`src/rtl/mux_share_pkg.sv`:
```
// Shared types and defaults for the Mux8 time-sharing arbiter.
// State encoding is fixed at 2 bits so it can be shown directly on debug LEDs.
package mux_share_pkg;

  typedef enum logic [1:0] {
    ST_IDLE = 2'd0,
    ST_OWN0 = 2'd1,
    ST_OWN1 = 2'd2,
    ST_GAP  = 2'd3
  } state_e;

  localparam int unsigned DEFAULT_MAX_HOLD = 16;

endpackage

```
`src/rtl/mux_share_arbiter.sv`:
```
// Two-requester round-robin arbiter owning the Mux8 select line.
// Bounded hold time, one dead cycle on every ownership change, all outputs registered.
module mux_share_arbiter
  import mux_share_pkg::*;
#(
  parameter int unsigned MAX_HOLD = DEFAULT_MAX_HOLD,
  parameter int unsigned CNT_W    = 8
) (
  input  logic             Clock,
  input  logic             Resetn,
  input  logic [1:0]       Req,
  output logic [1:0]       Gnt,
  output logic             Sel,
  output logic             Valid,
  output logic [CNT_W-1:0] HoldCnt
);

  localparam logic [CNT_W-1:0] HOLD_LAST = CNT_W'(MAX_HOLD - 1);

  state_e           state_q, state_d;
  logic             last_q, last_d;
  logic             sel_d;
  logic [CNT_W-1:0] cnt_d;
  logic             owner;
  logic             pick;

  always_comb begin
    // NOTE: every signal gets a default before the case so no path leaves one unassigned (no latches).
    state_d = state_q;
    last_d  = last_q;
    cnt_d   = HoldCnt;
    sel_d   = Sel;
    pick    = 1'b0;
    owner   = (state_q == ST_OWN1);

    unique case (state_q)
      // GAP is a one-cycle hold-off; on leaving it the IDLE rules decide the next owner.
      ST_IDLE, ST_GAP: begin
        if (Req != 2'b00) begin
          pick    = (Req == 2'b11) ? ~last_q : Req[1];
          state_d = pick ? ST_OWN1 : ST_OWN0;
          cnt_d   = '0;
          sel_d   = pick;
        end else begin
          state_d = ST_IDLE;
        end
      end
      ST_OWN0, ST_OWN1: begin
        if (!Req[owner] || (Req[~owner] && (HoldCnt == HOLD_LAST))) begin
          state_d = ST_GAP;
          last_d  = owner;
        end else if (HoldCnt != HOLD_LAST) begin
          cnt_d = HoldCnt + CNT_W'(1);
        end
      end
    endcase
  end

  // Outputs are decoded from the next state and registered, so Req never reaches them combinationally.
  always_ff @(posedge Clock or negedge Resetn) begin
    if (!Resetn) begin
      state_q <= ST_IDLE;
      last_q  <= 1'b1;
      Gnt     <= 2'b00;
      Sel     <= 1'b0;
      Valid   <= 1'b0;
      HoldCnt <= '0;
    end else begin
      // NOTE: sequential state uses non-blocking assignments so all registers update together.
      state_q <= state_d;
      last_q  <= last_d;
      Gnt     <= {state_d == ST_OWN1, state_d == ST_OWN0};
      Sel     <= sel_d;
      Valid   <= (state_d == ST_OWN0) || (state_d == ST_OWN1);
      HoldCnt <= cnt_d;
    end
  end

endmodule

```
`config.mk`:
```
export PLATFORM = sky130hd
export DESIGN_NAME = mux_share_arbiter
export DESIGN_NICKNAME = d
export VERILOG_FILES = /design/src/rtl/mux_share_pkg.sv /design/src/rtl/mux_share_arbiter.sv
export SDC_FILE = /design/constraint.sdc
export NUM_CORES = 1
export LEC_CHECK = 0
export BUFFER_PORTS_ARGS = -buffer_cell sky130_fd_sc_hd__buf_2
export CORE_ASPECT_RATIO = 1.4
export CORE_MARGIN = 5
export CORE_UTILIZATION = 30
export DETAILED_ROUTE_END_ITERATION = 10
export RECOVER_POWER = 25
export SKIP_LAST_GASP = 1
export SLEW_MARGIN = 0
export SYNTH_ARGS = -nofsm -noshare
export SYNTH_HDL_FRONTEND = slang
export SYNTH_SLANG_ARGS = --single-unit
```
`constraint.sdc`:
```
create_clock -name Clock -period 2.1 [get_ports Clock]
set_input_delay 0.315 -clock Clock [delete_from_list [all_inputs] [get_ports Clock]]
set_output_delay 0.315 -clock Clock [all_outputs]
set_load 0.03 [all_outputs]
```
==> results, run 1 <==
- The run finished with clean final reports.
- The tightest min-delay check is of the in -> reg type.
- STA puts the critical path data required time at 2.32 ns.
- The total overflow left after global routing is 0.
- The area of all sequential standard cells is 377 sq um.
- The netlist uses 34 different library cells.
- The overall track demand over capacity in global routing is 10.4%.
- The start-to-end type of the worst setup path is reg -> reg.
- The clock net in this run drives a total of 15 sinks.
- The starting density of the core is 31.8%.
- Setup total negative slack on the finished layout was measured at 0 ns.
- Cells fill 37.6% of the core in the end.
- The number of buffers between clock root and the deepest sink is 2.
- The actual slew at the worst max-slew pin is 0.782 ns.
- The largest individual stage delay along the critical path comes from the cell sky130_fd_sc_hd__mux2_2.
- The fraction of layout instances using a drive strength above 1 is 23.8%.
- The category of cells accounting for the largest share of critical-path delay is adder cells.
- The worst slew margin relative to its limit is 47.9%.
- The clock network latency to the later pin of the worst-skew pair is 0.28 ns.
- The summed area of non-filler cells in the final layout is 1000 sq um.
- The die is 55.0 microns wide.
- The clock skew is 0.00150 ns.
- In the final layout, the multi-input gates occupy 445 sq um.
- CTS built an H-tree with a depth of 1.
- The synthesized flop and latch total is 15.
- The synthesized area is 850 sq um.
- The worst register-to-register path has a depth of 8.
- The first-pass iteration count of the detailed router is 4.
- The first routing iteration left 23 violations.
- Summing all placed instances gives a cell area of 968 sq um.
- The post-synthesis sequential area ratio is 44.3%.
- In the synthesized netlist the async set-or-reset flop fraction comes to 100%.
- The global placement routability congestion is 0.848.
- The area growth from synthesis to layout is 18.1%.
- The library cells used most frequently in the layout, excluding fill and tap cells, are sky130_fd_sc_hd__dfrtp_1 (14), sky130_fd_sc_hd__buf_2 (14), sky130_fd_sc_hd__nand2_1 (10), sky130_fd_sc_hd__nor2_1 (8), sky130_fd_sc_hd__o21ai_0 (7).
- After detailed routing, the number of vias per cell comes to 4.96.
- The worst setup path is captured at a flip-flop.
- For the worst setup path, the data arrival time is 2.06 ns.
- For this run, the top clock speed supported by timing is 0.545 GHz.
- The worst hold path terminates at last_q.
- The start point of the worst min-delay path is Req[0].
- The total wire length after detailed routing is 1810 microns.
- The worst setup slack for register-to-register paths is 0.27 ns.
- Dividing the detail-routed wire length by the instance count gives 12.8 microns.
- The number of maximum-capacitance constraint violations is 0.
- CTS placed an instance of sky130_fd_sc_hd__clkbuf_4 at the clock tree root.
- After layout, the minimum clock period comes to 1.83 ns.
- The clock edge transition at the registers on the reported setup and hold paths is 0.09 ns.
- Dividing the synthesized area by the synthesized cell count gives 9.88 sq um.
- Summed over all cells, the static leakage comes to 0.508 nW.
- The type of origin of the critical path is a flip-flop.
- The worst hold path was traced through 2 stages.
- The floorplan step defined a die boundary enclosing 4010 sq um.
- The total setup violations reported at the end of the flow is 0.
- The net count of the mapped netlist is 93.
- The number of global-route vias before repair was 696.
- The number of antenna violations at the first check in global routing is 0.
- The endpoint identified for the worst register-to-register timing path is Valid.
- Counting flops with a built-in enable in the synthesized netlist gives 0.
- The detailed router placed 700 vias in this run.
- Entering global routing, the biggest net connects 16 pins.
- The first-pass GRT wire length is 3080 microns.
- The worst register-to-register path begins at state_q[0].
- The top fanout value on the critical path is 10.
- Dividing the final minimum period by the clock period gives 87.3%.
- Buffers inserted during clock tree synthesis total 3.
- From bottom edge to top edge, the die measures 73.0 microns.
- Port buffering added 15 buffers.
- The number of filler cells placed in the layout is 289.
- The initialized floorplan defines 22 standard-cell rows.
- TritonCTS built the clock tree.
- Synthesis produced 86 cells.
- The peak per-stage delay on the critical path is 0.45 ns.
- The half-perimeter wire length of the detailed placement result is 1350 microns.
- The final antenna-violating net count is 0.
- The core region is 2670 sq um.
- IR analysis of the VDD net gives a maximum drop of 0.763 mV.
- At the end of the flow, the number of nets in the layout was 113.
- The count of warnings emitted by yosys is 0.
- Setup repair after global routing left no endpoint under its margin.
- Power spread over the standard cell area amounts to 1250 nW/um^2.
- The total count of max-transition violations in the final report was 0.
- Together, buffers and inverters on the worst path number 2.
- In this run the count of I/O pins placed on the die edge is 16.
- The dominant synthesized flop cell is sky130_fd_sc_hd__dfrtp_1.
- The antenna diode count is 0.
- The final number of hold-violating endpoints is 0.
- The DRC violation count after routing is 0.
- The count of buffers added by post-CTS timing repair for setup is 0.
- Walking the worst path, the cells encountered are inv_1, ha_1, mux2_2, o311ai_4, nor2_2, a21oi_1, ha_1, inv_1.
-- synthesized netlist by cell type, types with 2 or more instances --
cell type	count	area share [%]
sky130_fd_sc_hd__ha_1	3	4.4
sky130_fd_sc_hd__a21oi_1	6	3.5
sky130_fd_sc_hd__nand3_1	3	1.8
sky130_fd_sc_hd__mux2i_1	2	2.4
sky130_fd_sc_hd__nand2_1	10	4.4
sky130_fd_sc_hd__nor2_1	8	3.5
sky130_fd_sc_hd__xor2_1	3	3.1
sky130_fd_sc_hd__dfrtp_1	14	41
sky130_fd_sc_hd__a41oi_1	2	2.1
sky130_fd_sc_hd__o21ai_0	7	4.1
sky130_fd_sc_hd__inv_1	5	2.2
-- cells by family (layout without fill, tap and decap cells) --
kind of cell,after synthesis,count (layout),synth area share [%]
XOR/XNOR,3,3,3.09
multiplexers,3,3,3.68
AND/OR/NAND/NOR,28,28,18.4
adder cells (fa/ha/maj),3,3,4.42
AO/OA/AOI/OAI,27,27,22.8
flip-flops,15,15,44.3
buffers and inverters,7,26,3.24
-- layer usage --
layer	vias to the layer above	share of wire, %	global-route usage (%)
met5	-	0	0
met4	0	0.94	5.68
met3	2	4.5	1.64
met2	14	48	15.7
met1	330	46	13.8
li1	354	-	-
-- registers in the layout (all words and copies together), names as in the netlist --
signal and cells:
Gnt 2, HoldCnt 8, Sel 1, Valid 1, last_q 1, state_q 2
-- per-stage QoR --
step / hold slack [ns] / total power, mW / cells / setup slack, ns
after floorplan: 0.0194 / 0.925 / 86 / 0.247
after global placement: 0.236 / 1.10 / 136 / 0.326
after detailed placement: 0.241 / 1.11 / 136 / 0.291
after CTS: 0.336 / 1.28 / 141 / 0.262
after global routing: 0.360 / 1.38 / 141 / 0.0998
final: 0.343 / 1.26 / 141 / 0.267
-- cell type report --
| cell class | count | area share (%) |
|---|---|---|
| clock buffer | 4 | 2.62 |
| sequential | 15 | 37.5 |
| timing repair buffer | 17 | 9.10 |
| tap | 36 | 4.49 |
| multi-input combinational | 64 | 44.4 |
| inverter | 5 | 1.87 |
-- repair_timing --
item,CTS,global route
hold endpoints to repair,14,0
hold buffers,1,0
gates resized for setup,0,0
-- report_power, final --
group | leakage [nW] | internal, mW | total (mW) | switching (mW)
clock | 0.0150 | 0.0736 | 0.162 | 0.0887
combinational | 0.301 | 0.230 | 0.658 | 0.428
sequential | 0.192 | 0.379 | 0.439 | 0.0593
total | 0.508 | 0.683 | 1.26 | 0.576
-- worst max path at each step --
| stage | cells past startpoint | to | start | slack (ns) |
|---|---|---|---|---|
| 2_1_floorplan | 7 | Valid | HoldCnt[0] | 0.25 |
| 3_3_place_gp | 8 | Valid | state_q[0] | 0.33 |
| 3_5_place_dp | 8 | Valid | state_q[0] | 0.29 |
| 4_1_cts | 8 | Valid | state_q[0] | 0.26 |
| 5_1_grt | 8 | Valid | state_q[0] | 0.1 |
| 6_report | 8 | Valid | state_q[0] | 0.27 |
(Power assumes the default switching activity.)
==> run 2, diff against run 1 <==
==> constraint.sdc (replaced) <==
create_clock -name Clock -period 2.1 [get_ports Clock]
set_input_delay 0.42 -clock Clock [delete_from_list [all_inputs] [get_ports Clock]]
set_output_delay 0.42 -clock Clock [all_outputs]
set_load 0.03 [all_outputs]
==> results, run 2 (same netlist as run 1, synthesis figures left out) <==
- The flow ran to the end, and the final reports show no timing, DRC or antenna violations.
- The DRC violation count after routing is 0 (unchanged).
- The total instance count after detailed placement is 136 (unchanged).
- The antenna diode count is 0 (unchanged).
- The sum of routed wire segments on met1 is 834 microns (-0.24%).
- The hold buffer count at CTS is 0 (-1).
- The required time of the worst setup path came to 2.32 ns (about the same).
- The number of top-level pins is 16 (unchanged).
- The count of buffers inserted at the top-level ports is 15 (unchanged).
- The post-route worst hold slack came to 0.189 ns (-0.154 ns).
- The maximum level of the CTS H-tree is 1 (unchanged).
- The die width came to 55.0 microns (unchanged).
- The number of maximum-capacitance constraint violations is 0 (unchanged).
- The maximum achievable frequency came to 0.545 GHz (unchanged).
- The power consumption is 1.26 mW (-0.11%).
- The via count is 696 (-0.57%).
- The clock skew came to 0.00150 ns (unchanged).
- The starting density of the core is 31.8% (unchanged).
- The post-cts repair resize count is 0 (unchanged).
- The worst slew margin relative to its limit is 48.1% (+0.20 points).
- The number of global-route vias before repair was 691 (-0.72%).
- The fraction of the core area covered by cells at the end of the flow came to 37.2% (-0.37 points).
- The worst setup path is of the reg -> reg kind.
- The pre-CTS setup slack is 0.291 ns (unchanged).
- The ratio of final minimum period to clock period is 87.3% (unchanged).
- The met3 routed wirelength is 82 microns (unchanged).
- The net count of the finished layout was 112 (-0.88%).
- The number of antenna violations at the first check in global routing is 0 (unchanged).
- The count of buffers added by post-CTS timing repair for setup was 0 (unchanged).
- The actual slew at the worst max-slew pin is 0.779 ns (-0.00303 ns).
- The area of all sequential standard cells came to 377 sq um (unchanged).
- The total count of max-transition violations in the final report came to 0 (unchanged).
- The total area of multi-input combinational cells is 445 sq um (unchanged).
- The initial DRC count is 26 (+13%).
- The half-perimeter wire length of the detailed placement result came to 1350 microns (unchanged).
- The kind of path behind the tightest hold check is in -> async.
- The total number of placement rows came to 22 (unchanged).
- The clock edge transition at the registers on the reported setup and hold paths is 0.09 ns (about the same).
- The placed standard-cell area was 968 sq um (unchanged).
- The clock network latency to the later pin of the worst-skew pair is 0.28 ns (about the same).
- The type of origin of the critical path is a flip-flop.
- The detailed-routed wire length on met2 was 872 microns (-0.11%).
- The top fanout value on the critical path is 10 (unchanged).
- The summed area of non-filler cells in the final layout is 993 sq um (-1.0%).
- The die area came to 4010 sq um (unchanged).
- The total setup violations reported at the end of the flow is 0 (unchanged).
- The summed negative setup slack over all endpoints is 0 ns (unchanged).
- The shortest clock period the worst path allows after layout is 1.83 ns (unchanged).
- The standby leakage power is 0.504 nW (-0.82%).
- The top cell types in the final layout, fill and taps aside, are sky130_fd_sc_hd__dfrtp_1 (14), sky130_fd_sc_hd__buf_2 (14), sky130_fd_sc_hd__nand2_1 (10), sky130_fd_sc_hd__nor2_1 (8), sky130_fd_sc_hd__o21ai_0 (7).
- In the final layout, the registers with the most flip-flops are HoldCnt x8, Gnt x2, state_q x2.
- The routed wire length per instance was 12.9 microns (+0.60%).
- The final number of hold-violating endpoints is 0 (unchanged).
- The fraction of layout instances using a drive strength above 1 is 24.0% (+0.23 points).
- The final antenna-violating net count is 0 (unchanged).
- The clock sink count was 15 (unchanged).
- The detailed-route vias per instance came to 4.97 (+0.14%).
- The number of buffers between clock root and the deepest sink was 2 (unchanged).
- The number of clock buffers inserted by TritonCTS is 3 (unchanged).
- The depth of the most critical reg-to-reg path is 8 (unchanged).
- The peak supply drop is 0.763 mV (about the same).
- The largest register by flop count is HoldCnt.
- The power density over cell area is 1270 nW/um^2 (+0.89%).
- Setup repair after global routing left no endpoint under its margin.
- The highest metal layer carrying signal wires in the routed design is met4.
- The post-route worst setup slack is 0.267 ns (unchanged).
- The first-pass GRT wire length came to 3070 microns (-0.45%).
- The number of filler cells placed in the layout was 290 (+0.35%).
- The first-pass iteration count of the detailed router is 4 (unchanged).
- The total wire length after detailed routing is 1810 microns (-0.11%).
- The TritonCTS clock tree is yes.
- The area inside the core boundary is 2670 sq um (unchanged).
- The overall overflow remaining after global route is 0 (unchanged).
- The number of standard cells in the final layout excluding fillers was 140 (-0.71%).
- The clock tree root driver cell is sky130_fd_sc_hd__clkbuf_4.
- The overall track demand over capacity in global routing is 10.3% (-0.040 points).
- The sort of element at the end of the critical path is a flip-flop.
- The height of the die came to 73.0 microns (unchanged).
- The global placement routability congestion is 0.848 (unchanged).
- The flip-flop count of the largest register after layout is 8 (unchanged).
- The critical path arrival is 2.06 ns (about the same).
- The largest net degree at the start of global routing came to 16 (unchanged).
- The area growth from synthesis to layout is 16.9%.
-- run 2: cell types whose count changed in the layout (fill, tap and decap cells not counted) --
| cell | delta |
|---|---|
| sky130_fd_sc_hd__dlygate4sd3_1 | -1 |
-- run 2: final timing paths --
check / from / to / slack (ns)
min in group Clock: Req[0] / last_q / 0.45
max reg2reg: state_q[0] / Valid / 0.27
min reg2reg: HoldCnt[7] / HoldCnt[7] / 0.52
max in group asynchronous: Resetn / Gnt[1] / 1.43
max: state_q[0] / Valid / 0.27
min: Resetn / state_q[0] / 0.19
-- run 2: area by class of cell --
| cell class | instances | area share [%] |
|---|---|---|
| Clock buffer | 4 | 2.64 |
| Inverter | 5 | 1.89 |
| Multi-Input combinational cell | 64 | 44.8 |
| Sequential cell | 15 | 37.9 |
| Tap cell | 36 | 4.53 |
| Timing Repair Buffer | 16 | 8.19 |
-- run 2: critical path, cell delays in order (launching register included) --
cell and delay [ns]:
sky130_fd_sc_hd__dfrtp_1 0.41, sky130_fd_sc_hd__inv_1 0.07, sky130_fd_sc_hd__ha_1 0.23, sky130_fd_sc_hd__mux2_2 0.45, sky130_fd_sc_hd__o311ai_4 0.13, sky130_fd_sc_hd__nor2_2 0.08
sky130_fd_sc_hd__a21oi_1 0.13, sky130_fd_sc_hd__ha_1 0.24, sky130_fd_sc_hd__inv_1 0.05
-- run 2: power by group --
| group | internal, mW | total (mW) | switching (mW) |
|---|---|---|---|
| Combinational | 0.229 | 0.657 | 0.428 |
| Clock | 0.0736 | 0.162 | 0.0887 |
| Sequential | 0.379 | 0.439 | 0.0593 |
| Total | 0.682 | 1.26 | 0.576 |
-- run 2: metal layers --
layer,up-vias,global-route usage [%]
li1,352,-
met1,328,13.7
met2,14,15.7
met3,2,1.64
met4,0,5.68
met5,-,0
==> run 3, diff against run 2 <==
--- a/config.mk
+++ b/config.mk
@@ -11,6 +11,7 @@
 export CORE_UTILIZATION = 30
 export DETAILED_ROUTE_END_ITERATION = 10
 export RECOVER_POWER = 25
+export REMOVE_ABC_BUFFERS = 1
 export SKIP_LAST_GASP = 1
 export SLEW_MARGIN = 0
 export SYNTH_ARGS = -nofsm -noshare
==> results, run 3 (same netlist as run 1, synthesis figures left out) <==
- The routed wire length per instance is 12.7 microns (-1.7%).
- The initial DRC count is 18 (-31%).
- The fraction of power consumed by combinational cells is 51.9% (-0.3 points).
- The switching share of power came to 45.8% (+0.063 points).
- The top fanout value on the critical path came to 10 (unchanged).
- The peak supply drop is 0.773 mV (+1.3%).
- The net count of the finished layout is 112 (unchanged).
- The clock edge transition at the registers on the reported setup and hold paths came to 0.09 ns (about the same).
- The number of maximum-capacitance constraint violations is 0 (unchanged).
- The detailed-route vias per instance is 4.91 (-1.1%).
- The DRC violation count after routing is 0 (unchanged).
- The shortest clock period the worst path allows after layout is 1.83 ns (-0.00527 ns).
- The half-perimeter wire length of the detailed placement result is 1320 microns (-1.9%).
- In the final layout, the registers with the most flip-flops are HoldCnt x8, Gnt x2, state_q x2.
- The total count of max-transition violations in the final report is 0 (unchanged).
- The run finished with clean final reports.
- The power consumption is 1.26 mW (about the same).
- The largest net degree at the start of global routing is 16 (unchanged).
- The clock network latency to the later pin of the worst-skew pair came to 0.28 ns (about the same).
- The summed negative setup slack over all endpoints came to 0 ns (unchanged).
- The clock sink count was 15 (unchanged).
- The top cell types in the final layout, fill and taps aside, are sky130_fd_sc_hd__dfrtp_1 (14), sky130_fd_sc_hd__buf_2 (14), sky130_fd_sc_hd__nand2_1 (10), sky130_fd_sc_hd__nor2_1 (8), sky130_fd_sc_hd__o21ai_0 (7).
- The final number of hold-violating endpoints is 0 (unchanged).
- Setup repair after global routing left no endpoint under its margin.
- The number of clock buffers inserted by TritonCTS is 3 (unchanged).
- The global routing met1 resource utilization is 13.5% (-0.18 points).
- The largest register by flop count is HoldCnt.
- The number of top-level pins is 16 (unchanged).
- The standby leakage power came to 0.504 nW (unchanged).
- The hold buffer count at CTS is 0 (unchanged).
- The area growth from synthesis to layout came to 16.9% (unchanged).
- The endpoint of the worst-slack reg-to-reg timing path is Valid.
- STA classifies the critical path endpoint as a flip-flop.
- The number of antenna violations at the first check in global routing is 0 (unchanged).
- The total number of placement rows came to 22 (unchanged).
- The pre-CTS setup slack is 0.281 ns (-0.0100 ns).
- The critical path arrival was 2.06 ns (about the same).
- The die width is 55.0 microns (unchanged).
- The post-route worst setup slack is 0.272 ns (+0.00527 ns).
- The global placement routability congestion is 0.856 (+0.91%).
- The switching component of the power was 0.577 mW (+0.20%).
- The kind of path behind the tightest hold check is in -> async.
- The start-to-end type of the worst setup path is reg -> reg.
- The overall track demand over capacity in global routing was 9.96% (-0.38 points).
- The via count is 688 (-1.1%).
- After global routing, the most crowded layer is met2.
- STA classifies the critical path startpoint as a flip-flop.
- The internal power component was 0.682 mW (about the same).
- The flip-flop count of the largest register after layout is 8 (unchanged).
- The fraction of power consumed by the clock network is 13.1% (+0.2 points).
- The clock tree root driver cell is sky130_fd_sc_hd__clkbuf_4.
- The required time of the worst setup path came to 2.33 ns (about the same).
- The total wire length after detailed routing came to 1780 microns (-1.7%).
- The power density over cell area is 1270 nW/um^2 (about the same).
- The depth of the most critical reg-to-reg path came to 8 (unchanged).
- The maximum level of the CTS H-tree was 1 (unchanged).
- The number of buffers between clock root and the deepest sink was 2 (unchanged).
- The antenna diode count came to 0 (unchanged).
- The TritonCTS clock tree is yes.
- The worst register-to-register path begins at state_q[0].
- The ratio of final minimum period to clock period was 87.1% (-0.25 points).
- The maximum achievable frequency came to 0.547 GHz (+0.29%).
- The count of buffers added by post-CTS timing repair for setup is 0 (unchanged).
- The actual slew at the worst max-slew pin is 0.775 ns (-0.00359 ns).
- The total setup violations reported at the end of the flow was 0 (unchanged).
- The final antenna-violating net count is 0 (unchanged).
- The fraction of met3 tracks used by global routing was 2.25% (+0.61 points).
- The fraction of layout instances using a drive strength above 1 is 24.0% (unchanged).
- The die area is 4010 sq um (unchanged).
- The clock skew came to 0.00423 ns (+0.00273 ns).
- The post-cts repair resize count was 0 (unchanged).
- The worst setup slack for register-to-register paths is 0.27 ns (about the same).
- The starting density of the core is 31.8% (unchanged).
- The height of the die is 73.0 microns (unchanged).
- The number of global-route vias before repair came to 709 (+2.6%).
- The first-pass iteration count of the detailed router is 4 (unchanged).
- The count of buffers inserted at the top-level ports is 15 (unchanged).
- The overall overflow remaining after global route is 0 (unchanged).
- The sequential fraction of design power is 35.0% (about the same).
- The fraction of met2 tracks used by global routing was 14.3% (-1.3 points).
- The first-pass GRT wire length is 2990 microns (-2.7%).
- The worst slew margin relative to its limit is 48.3% (+0.24 points).
- The area inside the core boundary came to 2670 sq um (unchanged).
==> run 3: cell counts in the layout (fill, tap and decap cells not counted) <==
Identical to the previous run, type by type.
==> run 3: worst max-delay path, cell delays in order, from the launching register on <==
cell	delay [ns]
sky130_fd_sc_hd__dfrtp_1	0.41
sky130_fd_sc_hd__inv_1	0.07
sky130_fd_sc_hd__ha_1	0.22
sky130_fd_sc_hd__mux2_2	0.45
sky130_fd_sc_hd__o311ai_4	0.13
sky130_fd_sc_hd__nor2_2	0.08
sky130_fd_sc_hd__a21oi_1	0.13
sky130_fd_sc_hd__ha_1	0.24
sky130_fd_sc_hd__inv_1	0.05
==> run 3: routing by layer <==
layer | part of all wire [%] | vias to the layer above
met5 | 0 | -
met4 | 1.2 | 0
met3 | 4.2 | 5
met2 | 46 | 18
met1 | 48 | 316
li1 | - | 349
==> run 3: how the worst max path moves through the flow <==
stage,start,end,slack (ns),cells after the start
after global placement,state_q[0],Valid,0.32,8
after floorplan,HoldCnt[0],Valid,0.25,7
after CTS,state_q[0],Valid,0.28,8
after detailed placement,state_q[0],Valid,0.28,8
final,state_q[0],Valid,0.27,8
after global routing,state_q[0],Valid,0.15,8
==> run 3: area by class of cell <==
type | count | area [sq um]
clock buffers | 4 | 26.3
fillers | 287 | 1680
inverters | 5 | 18.8
multi-input cells | 64 | 445
flip-flops and latches | 15 | 377
well taps | 36 | 45.0
repair buffers | 16 | 81.3
==> run 3: power by group through the flow <==
stage | Combinational, mW | Sequential (mW) | Clock [mW]
2_1_floorplan | 0.381 | 0.536 | 0
3_3_place_gp | 0.661 | 0.442 | 0
3_5_place_dp | 0.662 | 0.444 | 0
4_1_cts | 0.664 | 0.440 | 0.177
5_1_grt | 0.745 | 0.453 | 0.186
6_report | 0.654 | 0.440 | 0.165
==> run 3: per-stage QoR <==
stage | util (%) | area (sq um) | cells | hold slack [ns]
after floorplan | - | 841 | 84 | 0.124
after global placement | 36.3 | 968 | 136 | 0.340
after detailed placement | 36.3 | 968 | 136 | 0.340
after CTS | 37.3 | 995 | 140 | 0.0173
after global routing | 37.2 | 993 | 140 | 0.240
final | 37.2 | 993 | 140 | 0.183
